**src/rtl/hazard_pkg.sv**
```systemverilog
// Shared types for the decode-stage hazard/bypass controller: tracker entry, bubble, RF address width.
// Latency: n/a (types only).
// Backpressure: n/a.
package hazard_pkg;

    localparam int RF_AW = 5;

    typedef struct packed {
        logic             we;
        logic [RF_AW-1:0] dst;
        logic             ld;
        logic             ext;
    } trk_t;

    localparam trk_t TRK_BUBBLE = '{we: 1'b0, dst: '0, ld: 1'b0, ext: 1'b0};

    // r0 is hardwired zero, so it never produces a dependency.
    function automatic logic src_hit(input logic re, input logic [RF_AW-1:0] addr, input trk_t e);
        return re && (addr != '0) && e.we && (e.dst == addr);
    endfunction

endpackage

```
**src/rtl/id_hazard_unit_if.sv**
```systemverilog
// Decode-side bundle between ID, the hazard unit and the EX source muxes.
// Latency: n/a (wiring only).
// Backpressure: none; stall outputs are the pipeline's hold signals.
interface id_hazard_unit_if;
    import hazard_pkg::*;

    logic             freeze;
    logic             flush;
    logic             re0_ID;
    logic             re1_ID;
    logic [RF_AW-1:0] src0_addr_ID;
    logic [RF_AW-1:0] src1_addr_ID;
    logic             we_ID;
    logic [RF_AW-1:0] dst_addr_ID;
    logic             ld_ID;
    logic             ext_ID;
    logic             byp0_EX;
    logic             byp1_EX;
    logic             byp0_ext_EX;
    logic             byp1_ext_EX;
    logic             byp0_DM;
    logic             byp1_DM;
    logic             stall_IF_ID;
    logic             stall_ID_EX;
    logic             we_ID_EX;
    logic             we_EX_DM;
    logic             we_DM_WB;

    modport master (
        output freeze, flush, re0_ID, re1_ID, src0_addr_ID, src1_addr_ID,
               we_ID, dst_addr_ID, ld_ID, ext_ID,
        input  byp0_EX, byp1_EX, byp0_ext_EX, byp1_ext_EX, byp0_DM, byp1_DM,
               stall_IF_ID, stall_ID_EX, we_ID_EX, we_EX_DM, we_DM_WB
    );

    modport slave (
        input  freeze, flush, re0_ID, re1_ID, src0_addr_ID, src1_addr_ID,
               we_ID, dst_addr_ID, ld_ID, ext_ID,
        output byp0_EX, byp1_EX, byp0_ext_EX, byp1_ext_EX, byp0_DM, byp1_DM,
               stall_IF_ID, stall_ID_EX, we_ID_EX, we_EX_DM, we_DM_WB
    );

endinterface

```
**src/rtl/hzd_match.sv**
```systemverilog
// One source operand checked against the ID_EX and EX_DM tracker entries.
// Latency: combinational.
// Backpressure: none; hazard output feeds the stall logic.
module hzd_match
    import hazard_pkg::*;
(
    input  logic             re,
    input  logic [RF_AW-1:0] addr,
    input  trk_t             id_ex,
    input  trk_t             ex_dm,
    output logic             byp_ex,
    output logic             byp_ext_ex,
    output logic             byp_dm,
    output logic             hazard
);

    logic hit_ex;
    logic hit_dm;
    logic unused_ex_dm;

    assign hit_ex = src_hit(re, addr, id_ex);
    assign hit_dm = src_hit(re, addr, ex_dm);

    // The youngest producer shadows an older one writing the same register.
    assign hazard     = hit_ex & id_ex.ld;
    assign byp_ext_ex = hit_ex & ~id_ex.ld &  id_ex.ext;
    assign byp_ex     = hit_ex & ~id_ex.ld & ~id_ex.ext;
    assign byp_dm     = ~hit_ex & hit_dm;

    assign unused_ex_dm = ^{ex_dm.ld, ex_dm.ext};

endmodule

```
**src/rtl/id_hazard_unit.sv**
```systemverilog
// ID-stage hazard detect + registered EX bypass selects; ext bypass enabled by ID_HAZARD_EXT_BYP_EN.
// Latency: byp*/we_* registered (1 cycle), stall_* combinational.
// Backpressure: stall_* hold IF/ID for one cycle on load/ext-use; freeze holds everything.
module id_hazard_unit
    import hazard_pkg::*;
(
    input  logic            clk,
    input  logic            rst,
    id_hazard_unit_if.slave hz
);

    trk_t       id_ex_q;
    trk_t       ex_dm_q;
    trk_t       dm_wb_q;
    trk_t       id_entry;
    logic [1:0] m_byp_ex;
    logic [1:0] m_byp_ext;
    logic [1:0] m_byp_dm;
    logic [1:0] m_hazard;
    logic       hazard;
    logic [1:0] byp_ex_q;
    logic [1:0] byp_dm_q;
    logic       unused_bits;

    hzd_match u_match0 (
        .re         (hz.re0_ID),
        .addr       (hz.src0_addr_ID),
        .id_ex      (id_ex_q),
        .ex_dm      (ex_dm_q),
        .byp_ex     (m_byp_ex[0]),
        .byp_ext_ex (m_byp_ext[0]),
        .byp_dm     (m_byp_dm[0]),
        .hazard     (m_hazard[0])
    );

    hzd_match u_match1 (
        .re         (hz.re1_ID),
        .addr       (hz.src1_addr_ID),
        .id_ex      (id_ex_q),
        .ex_dm      (ex_dm_q),
        .byp_ex     (m_byp_ex[1]),
        .byp_ext_ex (m_byp_ext[1]),
        .byp_dm     (m_byp_dm[1]),
        .hazard     (m_hazard[1])
    );

    assign hazard = |m_hazard;

`ifdef ID_HAZARD_EXT_BYP_EN
    logic [1:0] byp_ext_q;

    assign id_entry = '{we: hz.we_ID, dst: hz.dst_addr_ID, ld: hz.ld_ID, ext: hz.ext_ID};
    assign unused_bits = ^{dm_wb_q.dst, dm_wb_q.ld, dm_wb_q.ext};

    always_ff @(posedge clk) begin
        if (rst) begin
            byp_ext_q <= '0;
        end else if (!hz.freeze) begin
            byp_ext_q <= (hz.flush || hazard) ? 2'b00 : m_byp_ext;
        end
    end

    assign hz.byp0_ext_EX = byp_ext_q[0];
    assign hz.byp1_ext_EX = byp_ext_q[1];
`else
    // Without the ext bypass, an ext producer resolves like a load: stall once, then DM bypass.
    assign id_entry = '{we: hz.we_ID, dst: hz.dst_addr_ID, ld: hz.ld_ID | hz.ext_ID, ext: 1'b0};
    assign unused_bits = ^{dm_wb_q.dst, dm_wb_q.ld, dm_wb_q.ext, m_byp_ext};

    assign hz.byp0_ext_EX = 1'b0;
    assign hz.byp1_ext_EX = 1'b0;
`endif

    always_ff @(posedge clk) begin
        if (rst) begin
            id_ex_q  <= TRK_BUBBLE;
            ex_dm_q  <= TRK_BUBBLE;
            dm_wb_q  <= TRK_BUBBLE;
            byp_ex_q <= '0;
            byp_dm_q <= '0;
        end else if (!hz.freeze) begin
            dm_wb_q <= ex_dm_q;
            ex_dm_q <= id_ex_q;
            if (hz.flush || hazard) begin
                id_ex_q  <= TRK_BUBBLE;
                byp_ex_q <= '0;
                byp_dm_q <= '0;
            end else begin
                id_ex_q  <= id_entry;
                byp_ex_q <= m_byp_ex;
                byp_dm_q <= m_byp_dm;
            end
        end
    end

    // A squashed instruction's hazard is irrelevant; freeze already holds the pipe.
    assign hz.stall_IF_ID = hazard & ~hz.flush & ~hz.freeze & ~rst;
    assign hz.stall_ID_EX = hazard & ~hz.flush & ~hz.freeze & ~rst;

    assign hz.byp0_EX  = byp_ex_q[0];
    assign hz.byp1_EX  = byp_ex_q[1];
    assign hz.byp0_DM  = byp_dm_q[0];
    assign hz.byp1_DM  = byp_dm_q[1];
    assign hz.we_ID_EX = id_ex_q.we;
    assign hz.we_EX_DM = ex_dm_q.we;
    assign hz.we_DM_WB = dm_wb_q.we;

endmodule

```
**src/flat_wrapper.sv**
```systemverilog
// flat-port wrapper written by rule: the top's interface ports become plain ports
module id_hazard_unit_flat import hazard_pkg::*;
  (clk, rst, hz_freeze, hz_flush, hz_re0_ID, hz_re1_ID, hz_src0_addr_ID, hz_src1_addr_ID, hz_we_ID, hz_dst_addr_ID, hz_ld_ID, hz_ext_ID, hz_byp0_EX, hz_byp1_EX, hz_byp0_ext_EX, hz_byp1_ext_EX, hz_byp0_DM, hz_byp1_DM, hz_stall_IF_ID, hz_stall_ID_EX, hz_we_ID_EX, hz_we_EX_DM, hz_we_DM_WB);
  id_hazard_unit_if hz_i ();
  input  logic clk;
  input  logic rst;
  input wire logic [$bits(hz_i.freeze)-1:0] hz_freeze;
  input wire logic [$bits(hz_i.flush)-1:0] hz_flush;
  input wire logic [$bits(hz_i.re0_ID)-1:0] hz_re0_ID;
  input wire logic [$bits(hz_i.re1_ID)-1:0] hz_re1_ID;
  input wire logic [$bits(hz_i.src0_addr_ID)-1:0] hz_src0_addr_ID;
  input wire logic [$bits(hz_i.src1_addr_ID)-1:0] hz_src1_addr_ID;
  input wire logic [$bits(hz_i.we_ID)-1:0] hz_we_ID;
  input wire logic [$bits(hz_i.dst_addr_ID)-1:0] hz_dst_addr_ID;
  input wire logic [$bits(hz_i.ld_ID)-1:0] hz_ld_ID;
  input wire logic [$bits(hz_i.ext_ID)-1:0] hz_ext_ID;
  output wire logic [$bits(hz_i.byp0_EX)-1:0] hz_byp0_EX;
  output wire logic [$bits(hz_i.byp1_EX)-1:0] hz_byp1_EX;
  output wire logic [$bits(hz_i.byp0_ext_EX)-1:0] hz_byp0_ext_EX;
  output wire logic [$bits(hz_i.byp1_ext_EX)-1:0] hz_byp1_ext_EX;
  output wire logic [$bits(hz_i.byp0_DM)-1:0] hz_byp0_DM;
  output wire logic [$bits(hz_i.byp1_DM)-1:0] hz_byp1_DM;
  output wire logic [$bits(hz_i.stall_IF_ID)-1:0] hz_stall_IF_ID;
  output wire logic [$bits(hz_i.stall_ID_EX)-1:0] hz_stall_ID_EX;
  output wire logic [$bits(hz_i.we_ID_EX)-1:0] hz_we_ID_EX;
  output wire logic [$bits(hz_i.we_EX_DM)-1:0] hz_we_EX_DM;
  output wire logic [$bits(hz_i.we_DM_WB)-1:0] hz_we_DM_WB;
  assign hz_i.freeze = hz_freeze;
  assign hz_i.flush = hz_flush;
  assign hz_i.re0_ID = hz_re0_ID;
  assign hz_i.re1_ID = hz_re1_ID;
  assign hz_i.src0_addr_ID = hz_src0_addr_ID;
  assign hz_i.src1_addr_ID = hz_src1_addr_ID;
  assign hz_i.we_ID = hz_we_ID;
  assign hz_i.dst_addr_ID = hz_dst_addr_ID;
  assign hz_i.ld_ID = hz_ld_ID;
  assign hz_i.ext_ID = hz_ext_ID;
  assign hz_byp0_EX = hz_i.byp0_EX;
  assign hz_byp1_EX = hz_i.byp1_EX;
  assign hz_byp0_ext_EX = hz_i.byp0_ext_EX;
  assign hz_byp1_ext_EX = hz_i.byp1_ext_EX;
  assign hz_byp0_DM = hz_i.byp0_DM;
  assign hz_byp1_DM = hz_i.byp1_DM;
  assign hz_stall_IF_ID = hz_i.stall_IF_ID;
  assign hz_stall_ID_EX = hz_i.stall_ID_EX;
  assign hz_we_ID_EX = hz_i.we_ID_EX;
  assign hz_we_EX_DM = hz_i.we_EX_DM;
  assign hz_we_DM_WB = hz_i.we_DM_WB;
  id_hazard_unit u_core (.clk(clk), .rst(rst), .hz(hz_i));
endmodule
```
**config.mk**
```make
export PLATFORM = sky130hd
export DESIGN_NAME = id_hazard_unit_flat
export DESIGN_NICKNAME = d
export VERILOG_FILES = /design/src/rtl/hazard_pkg.sv /design/src/rtl/id_hazard_unit_if.sv /design/src/rtl/hzd_match.sv /design/src/rtl/id_hazard_unit.sv /design/src/flat_wrapper.sv
export SDC_FILE = /design/constraint.sdc
export NUM_CORES = 1
export LEC_CHECK = 0
export BUFFER_PORTS_ARGS = -buffer_cell sky130_fd_sc_hd__buf_2
export CORE_ASPECT_RATIO = 1.4
export CORE_MARGIN = 2
export CORE_UTILIZATION = 49
export DETAILED_ROUTE_END_ITERATION = 7
export PLACE_DENSITY = 0.8
export SLEW_MARGIN = 20
export SYNTH_ARGS = -nofsm -noshare
export SYNTH_HDL_FRONTEND = slang
export SYNTH_SLANG_ARGS = --single-unit
```
**constraint.sdc**
```tcl
create_clock -name clk -period 2.1 [get_ports clk]
set_input_delay 0.105 -clock clk [delete_from_list [all_inputs] [get_ports clk]]
set_output_delay 0.105 -clock clk [all_outputs]
set_load 0.02 [all_outputs]
```
### Word-level counts from Yosys, hierarchy flattened

Cells that the tools add are included.

| storage, ports and cells | value |
|---|---|
| register bits after elaboration | 19 |
| latch bits | 0 |
| RAM bits | 0 |
| memory bits (read-only) | 0 |
| bits of input ports | 24 |
| output and inout port bits | 11 |
| logic and storage cells | 49 |
| memories | 0 |

| cells by class | value |
|---|---|
| add/sub/neg operators | 0 |
| multipliers | 0 |
| div/mod/pow operators | 0 |
| $lt $le $gt $ge | 0 |
| eq/ne operators | 4 |
| shift-type cells | 0 |
| multiplexer cells | 3 |
| bitwise gates (word level) | 19 |
| reduce and logical (&&, ||, !) cells | 14 |

Operators by type and width:

| operator | count |
|---|---|
| $eq A5 B5 Y1 | 4 |
| $and A1 B1 Y1 | 11 |
| $logic_and A1 B1 Y1 | 10 |
| $reduce_bool A5 Y1 | 2 |
| $mux W8 | 1 |
| $not A1 Y1 | 7 |
| $mux W2 | 2 |
| $reduce_or A2 Y1 | 1 |
| $logic_or A1 B1 Y1 | 1 |
| $or A1 B1 Y1 | 1 |

### Depth between registers and ports, before layout

| depth | value |
|---|---|
| depth in word-level cells | 9 |
| gate-level depth with buffers | 6 |
| mapped depth without buffers | 5 |

### Cells and area by module

A second synthesis with hierarchy kept.

| unflattened totals | value |
|---|---|
| cells, all modules | 104 |
| area, all modules | 1,083.5 um^2 |

Modules (own cells, without submodules):

| module | instances | cells each | area each (um^2) | seq. area each (um^2) |
|---|---|---|---|---|
| id_hazard_unit | 1 | 60 | 720.7 | 380.4 |
| hzd_match | 2 | 22 | 181.4 | 0.0 |

### Worst setup path after synthesis

No wires, ideal clock.

| path | value |
|---|---|
| path kind | register to output |
| start | register u_core.id_ex_q[4] in the netlist's numbering |
| end | output port hz_stall_IF_ID |
| data arrival time | 1,527 ps |
| slack | 468 ps |
| stages on the path, launching flop included | 7 |
| buffers on the path | 1 |
| cell sequence | dfxtp_1 xnor2_1 nand4_1 nor4_2 o211a_4 and2_4 buf_4 |

| between the ends | value |
|---|---|
| word-level cells in the longest chain between the ends | 7 |
| elaborated cells on any way between the ends | 10 |

Ends and longest elaborated chain:

| item | RTL line | RTL |
|---|---|---|
| start: declaration | id_hazard_unit.sv:12 | `trk_t id_ex_q;` |
| start signal: assignment | id_hazard_unit.sv:89 | `id_ex_q <= id_entry;` |
| $eq A5 B5 Y1 | hazard_pkg.sv:19 | `return re && (addr != '0) && e.we && (e.dst == addr);` |
| $logic_and A1 B1 Y1 | hazard_pkg.sv:19 |  |
| $and A1 B1 Y1 | hzd_match.sv:25 | `assign hazard = hit_ex & id_ex.ld;` |
| $reduce_or A2 Y1 (*) | id_hazard_unit.sv:47 | `assign hazard = \|m_hazard;` |
| $and A1 B1 Y1 (*) (3 in series) | - |  |
| end: declaration | flat_wrapper.sv:23 | `output wire logic [$bits(hz_i.stall_IF_ID)-1:0] hz_stall_IF_ID;` |

Mark *: on every way between the ends. The rest lies on a longest branch, timed or not.

### Final worst setup path

| path | value |
|---|---|
| start | register u_core.id_ex_q[6] in the netlist's numbering |
| end | output port hz_stall_ID_EX |

| between the ends | value |
|---|---|
| word-level cells in the longest chain between the ends | 7 |
| elaborated cells on any way between the ends | 10 |

Ends and longest elaborated chain:

| item | RTL line | RTL |
|---|---|---|
| $eq A5 B5 Y1 | hazard_pkg.sv:19 |  |
| $logic_and A1 B1 Y1 | hazard_pkg.sv:19 |  |
| $and A1 B1 Y1 | hzd_match.sv:25 |  |
| $reduce_or A2 Y1 (*) | id_hazard_unit.sv:47 |  |
| $and A1 B1 Y1 (*) (3 in series) | id_hazard_unit.sv:98 | `assign hz.stall_ID_EX = hazard & ~hz.flush & ~hz.freeze & ~rst;` |
| end: declaration | flat_wrapper.sv:24 | `output wire logic [$bits(hz_i.stall_ID_EX)-1:0] hz_stall_ID_EX;` |

Marked as above.

==> impl_metrics.csv <==
group,metric,value,unit
clocking,cts_buffer_depth,2,
routing,first_pass_iters,4,
floorplanning,die_y,58.4,um
outcome,status,"complete, no violations",
floorplanning,die_w,42.8,um
yosys,synth-seq-area-share,34.8,%
floorplanning,die_area,2500,um^2
floorplanning,initial_core_util,52.4,%
critical_path,cp_max_fo,7,
yosys,async_flop_share,0,%
yosys,synth_top_cell_area_share,34.8,%
clocking,cts_htree_levels,1,
critical_path,rrSetupSlack,0.56,ns
clocking,clock-sinks,18,
yosys,syn_area,1030,um^2
run,drv_cap,0,
layout,fillers,183,
yosys,ys_warn_count,0,
min_path,hold_class,"in2reg",
min_path,min-delay-start,"hz_dst_addr_ID[3]",
clocking,cts_hold_buf,0,
power,leakagePower,0.554,nW
sta,fmax,0.504,GHz
sta,final.min_clock_period,1.98,ns
min_path,whs_endpoint,"u_core.id_ex_q[5]",
global_routing,antenna_found_initial,0,
power,switching_share,26.4,%
sta,grt_setup_unrepaired,"no",
yosys,synth_area_leaders,"dfxtp_1 35%, xnor2_1 14%, mux2i_1 6.8%, nand2_1 5.1%, nor2_1 4.4%",
critical_path,worstSetupEndpointType,"primary output",
clocking,postCtsSetupBuffers,0,
global_routing,grtUsageTotal,21.9,%
placed_design,port_buffers,32,
global_routing,grt_overflow,0,
routing,wirelength,2380,um
yosys,netlist_instances,117,
floorplanning,core_area,1970,um^2
layout,nets,175,
critical_path,critical_path_class,"reg2out",
global_routing,grt_max_degree,14,
routing,drc_errors,0,
global_routing,grt_pass1_wl,4080,um
yosys,yosys_most_used_dff,"dfxtp_1",
yosys,synth.most_common_cell,"dfxtp_1",
power,p_seq_share,52.7,%
clocking,insertion_delay,0.31,ns
sta,setup_violations,0,
sta,final_max_slew_viol_count,0,
yosys,synth_seq_cells,18,
layout,area_growth,20.4,%
power,clockPowerShare,31.7,%
routing,first_iter_violations,19,
yosys,yosys-top-cells-count,"18 x dfxtp_1, 16 x xnor2_1, 14 x nand2_1",
min_path,hold_depth,3,
layout,diodes,0,
critical_path,regToRegEndpoint,"u_core.id_ex_q[1]",
clocking,cts_buffers,3,
yosys,synth_top_area_cell,"dfxtp_1",
power,power.internal,0.000507,W
clocking,clk_pin_slew,0.10,ns
routing,drtAntennaViolNets,0,
routing,wl_per_cell,13.9,um
critical_path,required,2.00,ns
placed_design,place_inst,167,
floorplanning,rows,19,
sta,fin_tns_setup,0,ns
power,combPwrFrac,15.6,%
critical_path,r2r-start,"u_core.id_ex_q[6]",
sta,clock_skew,0.00717,ns
critical_path,startpoint_type,"flip-flop",
placed_design,routabilityCongestion,0.856,
placed_design,dp_hpwl,1930,um
global_routing,grt_pass1_vias,952,
power,cellPowerDensity,553,nW/um^2
power,p_sw,0.000182,W
clocking,cts-root-buf,"clkbuf_4",
yosys,synthDistinctLibCells,34,
layout,fin_cells,171,
routing,vias,950,
yosys,synth.avg_cell_area,8.84,um^2
yosys,synth_edf_count,0,
clocking,postCtsResizedCells,0,
power,vdd_drop_max,377,uV
layout,final_layout_size_suffix_gt1_share,34.7,%
critical_path,critPathArrivalTime,1.88,ns
routing,via_per_inst,5.56,
sta,min_period_over_period,94.4,%
critical_path,rr_worst_depth,6,
floorplanning,pin_count,35,
sta,hold_viol_final,0,
clocking,tritoncts,"done",
## worst max-delay path, stage by stage (launching register included)
cell,delay [ns]
dfxtp_1,0.43
xnor2_1,0.16
nand4_1,0.14
nor4_2,0.26
o211a_4,0.27
and2_4,0.15
buf_2,0.15
## worst max path at each step
stage | startpoint | end | slack, ns | cells after the start
floorplan | u_core.id_ex_q[4] | hz_stall_IF_ID | 0.47 | 6
global placement | hz_src0_addr_ID[0] | hz_stall_IF_ID | 0.36 | 7
detailed placement | hz_src0_addr_ID[0] | hz_stall_ID_EX | 0.31 | 7
CTS | u_core.id_ex_q[6] | hz_stall_ID_EX | 0.11 | 6
global route | u_core.id_ex_q[6] | hz_stall_ID_EX | 0.03 | 6
finish | u_core.id_ex_q[6] | hz_stall_ID_EX | 0.12 | 6
## flip-flops by register name, summed over array words and instances (netlist names)
name	cells
u_core.hz.we_EX_DM	1
u_core.hz.we_ID_EX	1
u_core.byp_ex_q	2
u_core.byp_dm_q	2
u_core.id_ex_q	6
u_core.hz.we_DM_WB	1
u_core.ex_dm_q	5
## cells by family after synthesis
logic type	share of synthesized area [%]
AO/OA/AOI/OAI	14.0
XOR/XNOR	16.9
buffers and inverters	4.35
flip-flops	34.8
multiplexers	6.77
other	0.362
AND/OR/NAND/NOR	22.7
## layout make-up
type | instances | area [um^2] | share of cell area (%)
well taps | 21 | 26.3 | 2.11
multi-input cells | 91 | 633 | 50.8
inverters | 2 | 7.51 | 0.602
repair buffers | 35 | 183 | 14.7
clock buffers | 4 | 36.3 | 2.91
flip-flops and latches | 18 | 360 | 28.9
## layout by cell type (no fill, tap or decap)
cell type	netlist	layout
buf_2	0	32
dfxtp_1	18	18
xnor2_1	16	16
nand2_1	14	14
nor2_1	12	12
mux2i_1	7	7
nand4_1	5	5
o21ai_2	5	5
xor2_1	4	4
o21ai_0	3	3
clkbuf_4	0	3
buf_4	3	3
nor3_2	2	2
nor3_1	2	2
a32oi_1	2	2
inv_1	2	2
conb_1	1	2
or4_4	1	1
o211ai_2	1	1
nor2_2	1	1
or4_1	1	1
nor4_2	1	1
o211a_4	1	1
and2_4	1	1
nor2b_1	1	1
o21ai_1	1	1
o2111a_1	1	1
o21a_1	1	1
or3_1	1	1
nand3_1	1	1
nor4_1	1	1
and3_1	1	1
a32o_1	1	1
a21oi_1	1	1
clkbuf_8	0	1
## power by group through the flow
stage	Combinational, W	Sequential (W)	Clock [W]
after floorplan	0.0000659	0.000367	0
after global placement	0.000103	0.000370	0
after detailed placement	0.000108	0.000371	0
after CTS	0.000108	0.000363	0.000220
after global routing	0.000119	0.000365	0.000235
final	0.000108	0.000363	0.000218
## per-layer routing
metal  global-route usage (%)  vias to the layer above  routed length [um]
li1                         -                      468                   -
met4                     14.7                        0                  98
met1                     24.0                      441                 907
met3                     5.21                       10                 139
met2                     37.0                       31                1240
met5                        0                        -                   0
## metrics by stage
stage	total power (W)	util, %	setup WS, ns	hold slack (ns)	area, um^2
global route	0.000719	63.2	0.0292	0.0278	1250
global placement	0.000473	61.3	0.356	0.348	1210
floorplan	0.000433	-	0.468	0.238	1040
finish	0.000689	63.2	0.117	0.0282	1250
detailed placement	0.000478	61.3	0.310	0.354	1210
CTS	0.000690	63.2	0.106	0.0277	1250
Power figures use the tool's default switching activity.
